[src/rtl/serial_tx_frame.sv]
// Start/data/stop serial frame transmitter with a holding register and a
// Tx_DONE level that drops combinationally on the start request.
module serial_tx_frame #(
    parameter int DATA_WIDTH   = 8,
    parameter int CLKS_PER_BIT = 4
) (
    input  logic                  CLK,
    input  logic                  RESET,
    input  logic [DATA_WIDTH-1:0] DATA_IN,
    input  logic                  PARALLEL_LOAD,
    input  logic                  Tx_DATA,
    output logic                  TX_OUT,
    output logic                  Tx_DONE,
    output logic                  TX_BUSY
);

    localparam int CW = (CLKS_PER_BIT > 1) ? $clog2(CLKS_PER_BIT) : 1;
    localparam int BW = (DATA_WIDTH > 1) ? $clog2(DATA_WIDTH) : 1;
    localparam logic [CW-1:0] CLK_LAST = CW'(CLKS_PER_BIT - 1);
    localparam logic [BW-1:0] BIT_LAST = BW'(DATA_WIDTH - 1);

    typedef enum logic [1:0] {IDLE, START, DATA, STOP} state_e;

    state_e                state_q, state_d;
    logic [DATA_WIDTH-1:0] hold_q, hold_d;
    logic [DATA_WIDTH-1:0] shift_q, shift_d;
    logic [BW-1:0]         bit_cnt_q, bit_cnt_d;
    logic [CW-1:0]         clk_cnt_q, clk_cnt_d;
    logic                  tx_q, tx_d;
    logic                  start;
    logic                  bit_end;

    assign start   = Tx_DATA & ~tx_q;
    assign bit_end = (clk_cnt_q == CLK_LAST);

    always_ff @(posedge CLK or negedge RESET) begin
        if (!RESET) begin
            state_q   <= IDLE;
            hold_q    <= '0;
            shift_q   <= '0;
            bit_cnt_q <= '0;
            clk_cnt_q <= '0;
            tx_q      <= 1'b0;
        end else begin
            state_q   <= state_d;
            hold_q    <= hold_d;
            shift_q   <= shift_d;
            bit_cnt_q <= bit_cnt_d;
            clk_cnt_q <= clk_cnt_d;
            tx_q      <= tx_d;
        end
    end

    always_comb begin
        state_d = state_q;
        case (state_q)
            IDLE:  if (start) state_d = START;
            START: if (bit_end) state_d = DATA;
            DATA:  if (bit_end && (bit_cnt_q == BIT_LAST)) state_d = STOP;
            STOP:  if (bit_end) state_d = IDLE;
            default: state_d = IDLE;
        endcase
    end

    // Datapath next-state; loads and starts are only honoured in IDLE.
    always_comb begin
        hold_d    = hold_q;
        shift_d   = shift_q;
        bit_cnt_d = bit_cnt_q;
        clk_cnt_d = clk_cnt_q;
        tx_d      = Tx_DATA;
        case (state_q)
            IDLE: begin
                if (PARALLEL_LOAD) hold_d = DATA_IN;
                if (start) begin
                    shift_d   = PARALLEL_LOAD ? DATA_IN : hold_q;
                    clk_cnt_d = '0;
                end
            end
            START: begin
                if (bit_end) begin
                    clk_cnt_d = '0;
                    bit_cnt_d = '0;
                end else begin
                    clk_cnt_d = clk_cnt_q + CW'(1);
                end
            end
            DATA: begin
                if (bit_end) begin
                    clk_cnt_d = '0;
                    shift_d   = shift_q >> 1;
                    bit_cnt_d = (bit_cnt_q == BIT_LAST) ? '0 : bit_cnt_q + BW'(1);
                end else begin
                    clk_cnt_d = clk_cnt_q + CW'(1);
                end
            end
            STOP: begin
                clk_cnt_d = bit_end ? '0 : clk_cnt_q + CW'(1);
            end
            default: begin
                clk_cnt_d = '0;
            end
        endcase
    end

    always_comb begin
        TX_OUT  = 1'b1;
        case (state_q)
            START:   TX_OUT = 1'b0;
            DATA:    TX_OUT = shift_q[0];
            default: TX_OUT = 1'b1;
        endcase
        TX_BUSY = (state_q != IDLE);
        Tx_DONE = (state_q == IDLE) & ~start;
    end

endmodule

[config.mk]
export PLATFORM = sky130hd
export DESIGN_NAME = serial_tx_frame
export DESIGN_NICKNAME = d
export VERILOG_FILES = /design/src/rtl/serial_tx_frame.sv
export SDC_FILE = /design/constraint.sdc
export NUM_CORES = 1
export LEC_CHECK = 0
export ABC_AREA = 1
export CAP_MARGIN = 20
export CORE_MARGIN = 8
export CORE_UTILIZATION = 51
export CTS_BUF_LIST = sky130_fd_sc_hd__clkbuf_16
export DETAILED_ROUTE_END_ITERATION = 10
export PLACE_DENSITY = 0.73
export SETUP_SLACK_MARGIN = 0.02
export SLEW_MARGIN = 20
export SYNTH_ARGS = -nofsm -noshare
export SYNTH_HDL_FRONTEND = slang
export SYNTH_SLANG_ARGS = --single-unit
[constraint.sdc]
create_clock -name CLK -period 3 [get_ports CLK]
set_input_delay 0.3 -clock CLK [delete_from_list [all_inputs] [get_ports CLK]]
set_output_delay 0.3 -clock CLK [all_outputs]
set_load 0.05 [all_outputs]
==> summary.md <==
| Metric | Value |
|---|---|
| Global-route wire length before repair | `4816 µm` |
| Cell family with the largest share of critical-path delay | `buffers and inverters` |
| Critical path cell sequence | `inv_1 -> ha_1 -> nand2_2 -> inv_2 -> clkdlybuf4s50_1` |
| Number of maximum-capacitance violations | `0` |
| I/O Buffers | `14` |
| Clk_lat worst skew | `between 200 and 300 ps` |
| Final Slew Violations | `0` |
| Largest voltage drop on the vdd net | `0.7248 mV` |
| Post-Synthesis Cells | `174` |
| Share of final-layout standard cells stronger than drive strength 1 | `0.08947` |
| Initial antenna violation count | `0` |
| Clock tree from TritonCTS | `yes` |
| Mapped Nets | `194` |
| Number of routed nets with antenna violations | `0` |
| Half-perimeter wire length after placement | `2098 µm` |
| Status | `complete, no violations` |
| Via count of the first global-routing pass | `1093` |
| Number of buffers inserted to repair setup after CTS | `0` |
| Area growth syn-to-layout | `18.78%` |
| CP peak stage delay | `820 ps` |
| Setup repair after global routing missed its margin | `no` |
| Die X | `67.12 µm` |
| Type of the setup path with the least slack | `register to output port` |
| Number of vias per cell after detailed routing | `about 5.1` |
| EDFF count, synth | `0` |
| Number of remaining DRC errors | `0` |
| FF/Latch Area | `between 600 and 700 µm²` |
| CTS max path bufs | `2` |
| Final weighted congestion in routability-driven placement | `0.8564` |
| Worst hold slack | `413.4 ps` |
| Number of endpoints failing setup at the final stage | `0` |
| Total Power Consumption | `0.001779 W` |
| Highest clock frequency the design can meet | `408.0 MHz` |
| Category of the worst setup path capture point | `output port` |
| Ranking of synthesized cells by area | `sky130_fd_sc_hd__dfrtp_1 45%, sky130_fd_sc_hd__nand2_1 19%, sky130_fd_sc_hd__ha_1 7.5%` |
| Count of boundary I/O pins | `15` |
| Count of buffer and inverter cells on the critical path | `3` |
| Count of distinct cell types in the synthesized netlist | `18` |
| Final Routed Wirelength | `2830 µm` |
| Share of async-settable or async-resettable flops after synthesis | `1.000` |
| P_leak | `approximately 0.86 nW` |
| Netlist area before placement | `~0.0013 mm²` |
| Placed Cells | `216` |
| Post-CTS sizing | `0` |
| Fin crit share | `0.8171` |
| Worst hold path type | `primary input to async pin` |
| Number of rows created at floorplan | `18` |
| Pwr dens | `about 1100 mW/mm²` |
| Critical path startpoint | `state_q[0]$_DFFE_PN0P_` |
| Layout Nets | `between 200 and 250` |
| Final core utilization | `0.6389` |
| Fillers | `about 230` |
| Number of warning messages in the yosys log | `0` |
| Most common cell in the synthesized netlist | `sky130_fd_sc_hd__nand2_1` |
| Post-route clock skew | `2.594 ps` |
| Final period demand of the worst path | `roughly 2500 ps` |
| Average wire length per cell after detail routing | `12.86 µm` |
| Post-CTS clock slew at the launch and capture registers of the worst setup and hold paths | `~60 ps` |
| Top cells by instance count after synthesis | `69 x sky130_fd_sc_hd__nand2_1, 24 x sky130_fd_sc_hd__dfrtp_1, 19 x sky130_fd_sc_hd__inv_1` |
| Highest net fanout along the worst path | `5` |
| Transition time of the tightest slew-check pin | `499.8 ps` |
| Largest net degree at the start of global routing | `25` |
| Fraction of synthesized cell area taken by the top area cell type | `0.4507` |
| Cell taking the most area after synthesis | `sky130_fd_sc_hd__dfrtp_1` |
| Synth Flop Type | `sky130_fd_sc_hd__dfrtp_1` |
| Total of hold buffers inserted after clock tree synthesis | `0` |
| GR Overflow Total | `0` |
| Length in cells of the worst reg-to-reg path | `8` |
| Vias | `1112` |
| Required time of the worst setup path | `roughly 2700 ps` |
| Number of synthesized register bits | `24` |
| Core Box Area | `between 0.002 and 0.0025 mm²` |
| Reg2reg start | `state_q[0]$_DFFE_PN0P_` |
| Global Route Usage Sum | `0.1351` |
| Number of buffers created by CTS | `3` |
| Levels on crit path | `5` |
| Initial Util | `0.5379` |
| Clock Tree Root | `sky130_fd_sc_hd__clkbuf_16` |
| Multi-input logic area | `616.8 µm²` |
| Final Hold Violating Endpoints | `0` |
| CP max-delay cell | `sky130_fd_sc_hd__clkdlybuf4s50_1` |
| Total Negative Setup Slacks | `0 ps` |
| Category of the worst setup path launch point | `register` |
| Layout Cells excl Fill | `220` |
| Height of the die | `67.12 µm` |
| Starting DRT DRC Count | `64` |
| # clock sinks | `24` |
| Remaining max-slew budget at the tightest pin | `0.6657` |
| Drt first pass iters | `4` |
| Count of inserted antenna diode cells | `0` |
| Die area | `0.004504 mm²` |
| Mean instance size in the synthesized netlist | `7.658 µm²` |
| Sequential fraction of the synthesis area | `0.4507` |
| Count of H-tree levels built during CTS | `1` |
| Worst endpoint data arrival time | `2150 ps` |
[placed cells by master (no fill, tap or decap)]
| master | netlist | final |
|---|---|---|
| sky130_fd_sc_hd__clkdlybuf4s50_1 | 0 | 14 |
| sky130_fd_sc_hd__nand3_2 | 1 | 1 |
| sky130_fd_sc_hd__buf_4 | 2 | 3 |
| sky130_fd_sc_hd__nor2_8 | 1 | 1 |
| sky130_fd_sc_hd__inv_2 | 4 | 4 |
| sky130_fd_sc_hd__dfrtp_1 | 24 | 24 |
| sky130_fd_sc_hd__inv_1 | 19 | 19 |
| sky130_fd_sc_hd__o21ai_0 | 15 | 15 |
| sky130_fd_sc_hd__nand2_2 | 3 | 3 |
| sky130_fd_sc_hd__nand2_1 | 69 | 69 |
| sky130_fd_sc_hd__nand4_1 | 2 | 2 |
| sky130_fd_sc_hd__nand3_1 | 17 | 17 |
| sky130_fd_sc_hd__nor2_1 | 3 | 3 |
| sky130_fd_sc_hd__ha_1 | 8 | 8 |
| sky130_fd_sc_hd__o31ai_1 | 1 | 1 |
| sky130_fd_sc_hd__nand2_4 | 1 | 1 |
| sky130_fd_sc_hd__clkbuf_16 | 0 | 3 |
| sky130_fd_sc_hd__clkinv_1 | 0 | 1 |
| sky130_fd_sc_hd__or2_2 | 1 | 1 |
[report_power, final]
group	switching, W	internal, W
Sequential	0.0000776	0.000482
Combinational	0.000608	0.000325
Clock	0.000108	0.000178
[cell families (layout without fill, tap and decap cells)]
logic type / after synthesis / in the layout / share of synthesized area
flip-flops: 24 / 24 / 0.4507
AND/OR/NAND/NOR: 98 / 98 / 0.3258
adder cells (fa/ha/maj): 8 / 8 / 0.07512
AO/OA/AOI/OAI: 16 / 16 / 0.06197
buffers and inverters: 28 / 44 / 0.08638
[flip-flops by register name, summed over array words and instances, names as in the netlist]
| register | flops |
|---|---|
| bit_cnt_q | 3 |
| clk_cnt_q | 2 |
| hold_q | 8 |
| shift_q | 8 |
| state_q | 2 |
| tx_q | 1 |
[cell type report]
| cell class | instances | area share |
|---|---|---|
| Multi-Input combinational cell | 122 | 0.3897 |
| Inverter | 23 | 0.05455 |
| Clock buffer | 3 | 0.04743 |
| Tap cell | 30 | 0.02372 |
| Sequential cell | 24 | 0.3794 |
| Timing Repair Buffer | 17 | 0.1028 |
| Clock inverter | 1 | 0.002372 |
[layer usage]
layer | share of wire | vias up | GRT usage
met5 | 0 | - | 0
met4 | 0.012 | 0 | 0.03394
met3 | 0.075 | 5 | 0.04195
met2 | 0.47 | 27 | 0.2198
met1 | 0.44 | 508 | 0.1703
li1 | - | 572 | -
[stage by stage]
stage / cell area [µm²] / worst slack, ps
floorplan: 1333 / 661.6
finish: 1583 / 548.7
global placement: 1504 / 832.9
CTS: 1583 / 556.0
global route: 1583 / 470.7
detailed placement: 1504 / 814.0
[final timing paths]
check                                                 to  slack (ps)
worst min-delay path            clk_cnt_q[1]$_DFFE_PN0N_         410
min in group CLK                clk_cnt_q[1]$_DFFE_PN0N_         480
worst max register to register    shift_q[2]$_DFFE_PN0P_        1320
worst min register to register  clk_cnt_q[1]$_DFFE_PN0N_         480
max in group asynchronous       bit_cnt_q[1]$_DFFE_PN0P_        2340
worst max-delay path                             Tx_DONE         550
(Power assumes the default switching activity.)
==> variant 1: new RTL, config.mk and constraints unchanged <==
Put a register stage on the output `TX_OUT`, cleared by the reset. The value now appears one clock later. The other outputs are not delayed to match.
--- a/src/rtl/serial_tx_frame.sv
+++ b/src/rtl/serial_tx_frame.sv
@@ -20,6 +20,8 @@
     localparam logic [BW-1:0] BIT_LAST = BW'(DATA_WIDTH - 1);
 
     typedef enum logic [1:0] {IDLE, START, DATA, STOP} state_e;
+
+    logic TX_OUT_d;
 
     state_e                state_q, state_d;
     logic [DATA_WIDTH-1:0] hold_q, hold_d;
@@ -104,15 +106,23 @@
     end
 
     always_comb begin
-        TX_OUT  = 1'b1;
+        TX_OUT_d = 1'b1;
         case (state_q)
-            START:   TX_OUT = 1'b0;
-            DATA:    TX_OUT = shift_q[0];
-            default: TX_OUT = 1'b1;
+            START:   TX_OUT_d = 1'b0;
+            DATA:    TX_OUT_d = shift_q[0];
+            default: TX_OUT_d = 1'b1;
         endcase
         TX_BUSY = (state_q != IDLE);
         Tx_DONE = (state_q == IDLE) & ~start;
     end
 
+    always_ff @(posedge CLK or negedge RESET) begin
+        if (!RESET) begin
+            TX_OUT <= '0;
+        end else begin
+            TX_OUT <= TX_OUT_d;
+        end
+    end
+
 endmodule
 
Check against the original RTL: not equivalent (Yosys sat finds a counterexample within 4 cycles, from zero or initial values and one cycle with RESET low).
==> variant 1 against the original RTL <==
Critical path depth grew 1; setup slack got worse by 110 ps; power is 0.36% lower; area after synthesis rose by 1.9%; wire length shrank 0.28%; cell area up 1.2%; sequential cell count is 1 higher; critical endpoint unchanged; largest power group unchanged.
==> variant 1: results (changes against the original RTL) <==
status:
  status: "completed"  # unchanged
synthesis:
  yosysSeqAreaShare_pct: 46.08  # was 45.07%
  ys_top_cells_by_count: "nand2_1 (69), dfrtp_1 (25), inv_1 (19), nand3_1 (17), o21ai_0 (15)"  # was nand2_1 (69), dfrtp_1 (24), inv_1 (19), nand3_1 (17), o21ai_0 (15)
  syn-num-nets: 195  # was 194
  synthTopCellsByArea: "dfrtp_1 (46%), nand2_1 (19%), ha_1 (7.4%)"  # was dfrtp_1 (45%), nand2_1 (19%), ha_1 (7.5%)
placed_design:
  place_area_um2: 1521  # was 1504 um2
  finalWeightedCongestion: 0.8089  # was 0.8564
  dp_hpwl_um: 2048  # was 2098 um
  port_buffers: 14  # unchanged
clock_network:
  clkTransAtPathRegs_ps: 60  # about the same
  h-tree-depth: 1  # unchanged
  post_cts_buffers: 0  # unchanged
  ctsResizeCount: 0  # unchanged
  insertion_delay_ps: 260
finish:
  drive_gt1_share_pct: 8.947  # unchanged
  fillCellCount: 191  # was 228
global_route:
  grt.total_usage_pct: 13.78  # was 13.51%
  first_global_vias: 1200  # was 1093
  antenna_found_initial: 0  # unchanged
  grt_max_degree: 26  # was 25
  grt_pass1_wl_um: 4933  # was 4816 um
power:
  irDropWorstVdd_v: 0.0007681  # was 0.0007248 V
  power_leakage_uw: 0.0008704  # was 0.0008622 uW
setup_path:
  r2r_slack_ps: 1100  # was 1320 ps
  crit_end: "Tx_DONE"  # unchanged
  critical_path.max_stage_delay_ps: 840  # was 820 ps
  critPathArrivalTime_ps: 2270  # was 2150 ps
  path_max_fanout: 17  # was 5
  worst_r2r_endpoint: "shift_q[7]"  # was shift_q[2]
  rr_worst_depth: 7  # was 8
  slowest_stage: "clkdlybuf4s50_1"  # unchanged
min_path:
  hold_class: "input pin to async pin"  # unchanged
detailed_routing:
  drt_iter0_markers: 102  # was 64
  vias: 1147  # was 1112
  totalWireLength_um: 2822  # was 2830 um
  drtPass1Iterations: 4  # unchanged
sta:
  fin_skew_ps: 2.735  # was 2.594 ps
  relSlewSlack_pct: 62.17  # was 66.57%
==> variant 1: cell count changes in the layout (fill, tap and decap cells not counted), sizes merged <==
cell,before,now
dfrtp,24,25
buf,3,2
==> variant 1: through the flow <==
| step | instances | setup WS, ps | utilization (%) | hold slack [ps] |
|---|---|---|---|---|
| 2_1_floorplan | 175 | 1507 | - | 4.409 |
| 3_3_place_gp | 216 | 799.6 | 60.86 | 462.3 |
| 3_5_place_dp | 216 | 712.9 | 60.86 | 465.1 |
| 4_1_cts | 220 | 425.0 | 64.06 | 418.7 |
| 5_1_grt | 220 | 341.9 | 64.06 | 452.1 |
| 6_report | 220 | 435.0 | 64.06 | 410.5 |
==> variant 1: critical path: cells and delay by family, from the launching register on <==
family | cells | cell delay, ps
buffers and inverters | 4 | 1310
DFF | 1 | 410
adders and majority gates | 1 | 160
and+or+nand+nor | 1 | 120
==> variant 1: routing by layer <==
layer	track usage, %	part of all wire [%]
met3	2.483	4.3
met4	5.222	0.89
met5	0	0
met2	26.51	52
met1	14.34	43
==> variant 1: logic make-up after synthesis <==
| kind of cell | synth area share (%) |
|---|---|
| compound gates | 6.083 |
| fa+ha+maj | 7.374 |
| buf+inv | 8.478 |
| flops | 46.08 |
| simple gates | 31.98 |
==> variant 1: power breakdown <==
group / total, uW / switching [uW] / internal (uW)
registers: 578 / 75.8 / 503
clock network: 297 / 118 / 180
logic: 897 / 588 / 309
==> variant 1: cell type report <==
class                      instances  area share (%)
clock buffer                       3           4.687
clock inverter                     1          0.3125
inverter                          23           5.391
multi-input combinational        122           38.52
sequential                        25           39.06
tap                               30           2.344
timing repair buffer              16           9.687
==> variant 2: new RTL, config.mk and constraints unchanged <==
Made on the original files. `DATA_WIDTH`: 8 -> 4.
--- a/src/rtl/serial_tx_frame.sv
+++ b/src/rtl/serial_tx_frame.sv
@@ -1,7 +1,7 @@
 // Start/data/stop serial frame transmitter with a holding register and a
 // Tx_DONE level that drops combinationally on the start request.
 module serial_tx_frame #(
-    parameter int DATA_WIDTH   = 8,
+    parameter int DATA_WIDTH   = 4,
     parameter int CLKS_PER_BIT = 4
 ) (
     input  logic                  CLK,
Ports: changed (resized DATA_IN); port bits go from 15 to 11. The function was not compared with the original's and may differ.
==> variant 2 against the original RTL <==
Clock skew up 1.1 ps; sequential cell count down 9; core utilization up 0.43 points; register-to-register slack better by 90 ps; area after synthesis down 32%; cell area down 31%; wire length down 38%; via count down 36%; fmax down 2.8%; power down 25%; setup slack worse by 70 ps; largest cell class unchanged; largest power group unchanged.
==> variant 2: results (changes against the original RTL) <==
synthesis:
  yosysSeqAreaShare_pct: 41.21  # was 45.07%
  async_reset_ff_share_pct: 100.0  # unchanged
  yosysUniqueCellTypes: 19  # was 18
  syn-num-nets: 128  # was 194
  ys_top_cells_by_count: "nand2_1 (42), dfrtp_1 (15), inv_1 (14), nand3_1 (8), ha_1 (7)"  # was nand2_1 (69), dfrtp_1 (24), inv_1 (19), nand3_1 (17), o21ai_0 (15)
  ys_warn_count: 0  # unchanged
  syn_inst: 113  # was 174
  synthTopCellsByArea: "dfrtp_1 (41%), nand2_1 (17%), ha_1 (9.6%)"  # was dfrtp_1 (45%), nand2_1 (19%), ha_1 (7.5%)
setup_path:
  path_max_fanout: 9  # was 5
  critPathArrivalTime_ps: 2220  # was 2150 ps
  critical_path.max_stage_delay_ps: 810
  slowest_stage: "clkdlybuf4s50_1"  # unchanged
  critPathTopFamily: "buffers and inverters"  # unchanged
placed_design:
  place_ws_ps: 725.7  # was 814.0 ps
  finalWeightedCongestion: 0.8185  # was 0.8564
  port_buffers: 10  # was 14
  dp_hpwl_um: 1384  # was 2098 um
global_route:
  grt_pass1_wl_um: 2925  # was 4816 um
  grt_max_degree: 16  # was 25
  first_global_vias: 708  # was 1093
  antenna_found_initial: 0  # unchanged
  grt.total_usage_pct: 11.16  # was 13.51%
detailed_routing:
  viasPerCell: 4.773  # was 5.055
  drtPass1Iterations: 4  # unchanged
  drt_iter0_markers: 21  # was 64
  totalWireLength_um: 1765  # was 2830 um
finish:
  drive_gt1_share_pct: 10.40  # was 8.947%
  fillCellCount: 137  # was 228
  final_nets: 141  # was 211
  layout.cells.non_filler: 150  # was 220
  largestRegisters: "hold_q (4), shift_q (4)"  # was hold_q (8), shift_q (8), bit_cnt_q (3)
  diodes: 0  # unchanged
clock_network:
  h-tree-depth: 1  # unchanged
  cts_root_buf: "clkbuf_16"  # unchanged
  clockBufferDepth: 2  # unchanged
  insertion_delay_ps: 240
  ctsResizeCount: 0  # unchanged
  post_cts_buffers: 0  # unchanged
  cts_buffers: 3  # unchanged
  clkTransAtPathRegs_ps: 50
min_path:
  hold_class: "input pin to async pin"  # unchanged
sta:
  relSlewSlack_pct: 54.66  # was 66.57%
  finalSetupTns_ps: 0  # unchanged
  fin_skew_ps: 3.731  # was 2.594 ps
power:
  irDropWorstVdd_v: 0.0007191  # was 0.0007248 V
  p_int_uw: 729.5  # was 985.7 uW
  power_leakage_uw: 0.0005819  # was 0.0008622 uW
status:
  status: "completed"  # unchanged
## variant 2: cell types whose count changed after synthesis, sizes merged, moves of 2 or more
cell   delta
nand2    -26
nand3     -9
inv       -6
o21ai     -6
dfrtp     -9
buf       -2
## variant 2: power by group through the flow
stage	Sequential (uW)	Clock [uW]	Combinational, uW
final	355	251	729
after global routing	363	263	821
after CTS	354	256	739
after detailed placement	357	0	733
after global placement	354	0	712
after floorplan	344	0	597
## variant 2: logic make-up after synthesis
| family | share of synthesized area (%) |
|---|---|
| simple gates | 33.38 |
| buf+inv | 10.03 |
| flops | 41.21 |
| compound gates | 5.769 |
| fa+ha+maj | 9.615 |
## variant 2: layout make-up
class / instances / share of cell area (%)
clock inverters: 1 / 0.3417
repair buffers: 10 / 9.112
well taps: 25 / 2.847
multi-input cells: 79 / 40.43
clock buffers: 3 / 6.834
inverters: 17 / 6.264
flip-flops and latches: 15 / 34.17
## variant 2: worst reg2reg max path, stage by stage, from the launching register on
cell and delay [ps]:
dfrtp_1 410, inv_1 100, ha_1 420, inv_2 170, nand2_8 120, nand2_4 50, nor2_4 130, nand2_1 70
nand2_1 50
## variant 2: stage by stage
| step | utilization (%) | cell area [um2] |
|---|---|---|
| finish | 64.32 | 1099 |
| global route | 64.32 | 1099 |
| CTS | 64.32 | 1099 |
| detailed placement | 59.71 | 1020 |
| global placement | 59.71 | 1020 |
| floorplan | - | 910.9 |
## variant 2: routing by layer
layer	part of all wire [%]	up-vias	global-route usage (%)
li1	-	375	-
met1	48	326	12.03
met2	47	13	18.11
met3	5.1	2	5.519
met4	0.57	0	4.545
met5	0	-	0
## variant 2: path summary, 6_finish.rpt
| path | depth (start not counted) | slack (ps) | end | from |
|---|---|---|---|---|
| min | 1 | 470 | tx_q | RESET |
| max | 5 | 480 | Tx_DONE | state_q[1] |
| max in group asynchronous | 1 | 2090 | shift_q[1] | RESET |
| max reg2reg | 8 | 1410 | shift_q[0] | state_q[0] |
| min reg2reg | 2 | 480 | shift_q[3] | shift_q[3] |
| min in group CLK | 2 | 480 | shift_q[3] | shift_q[3] |
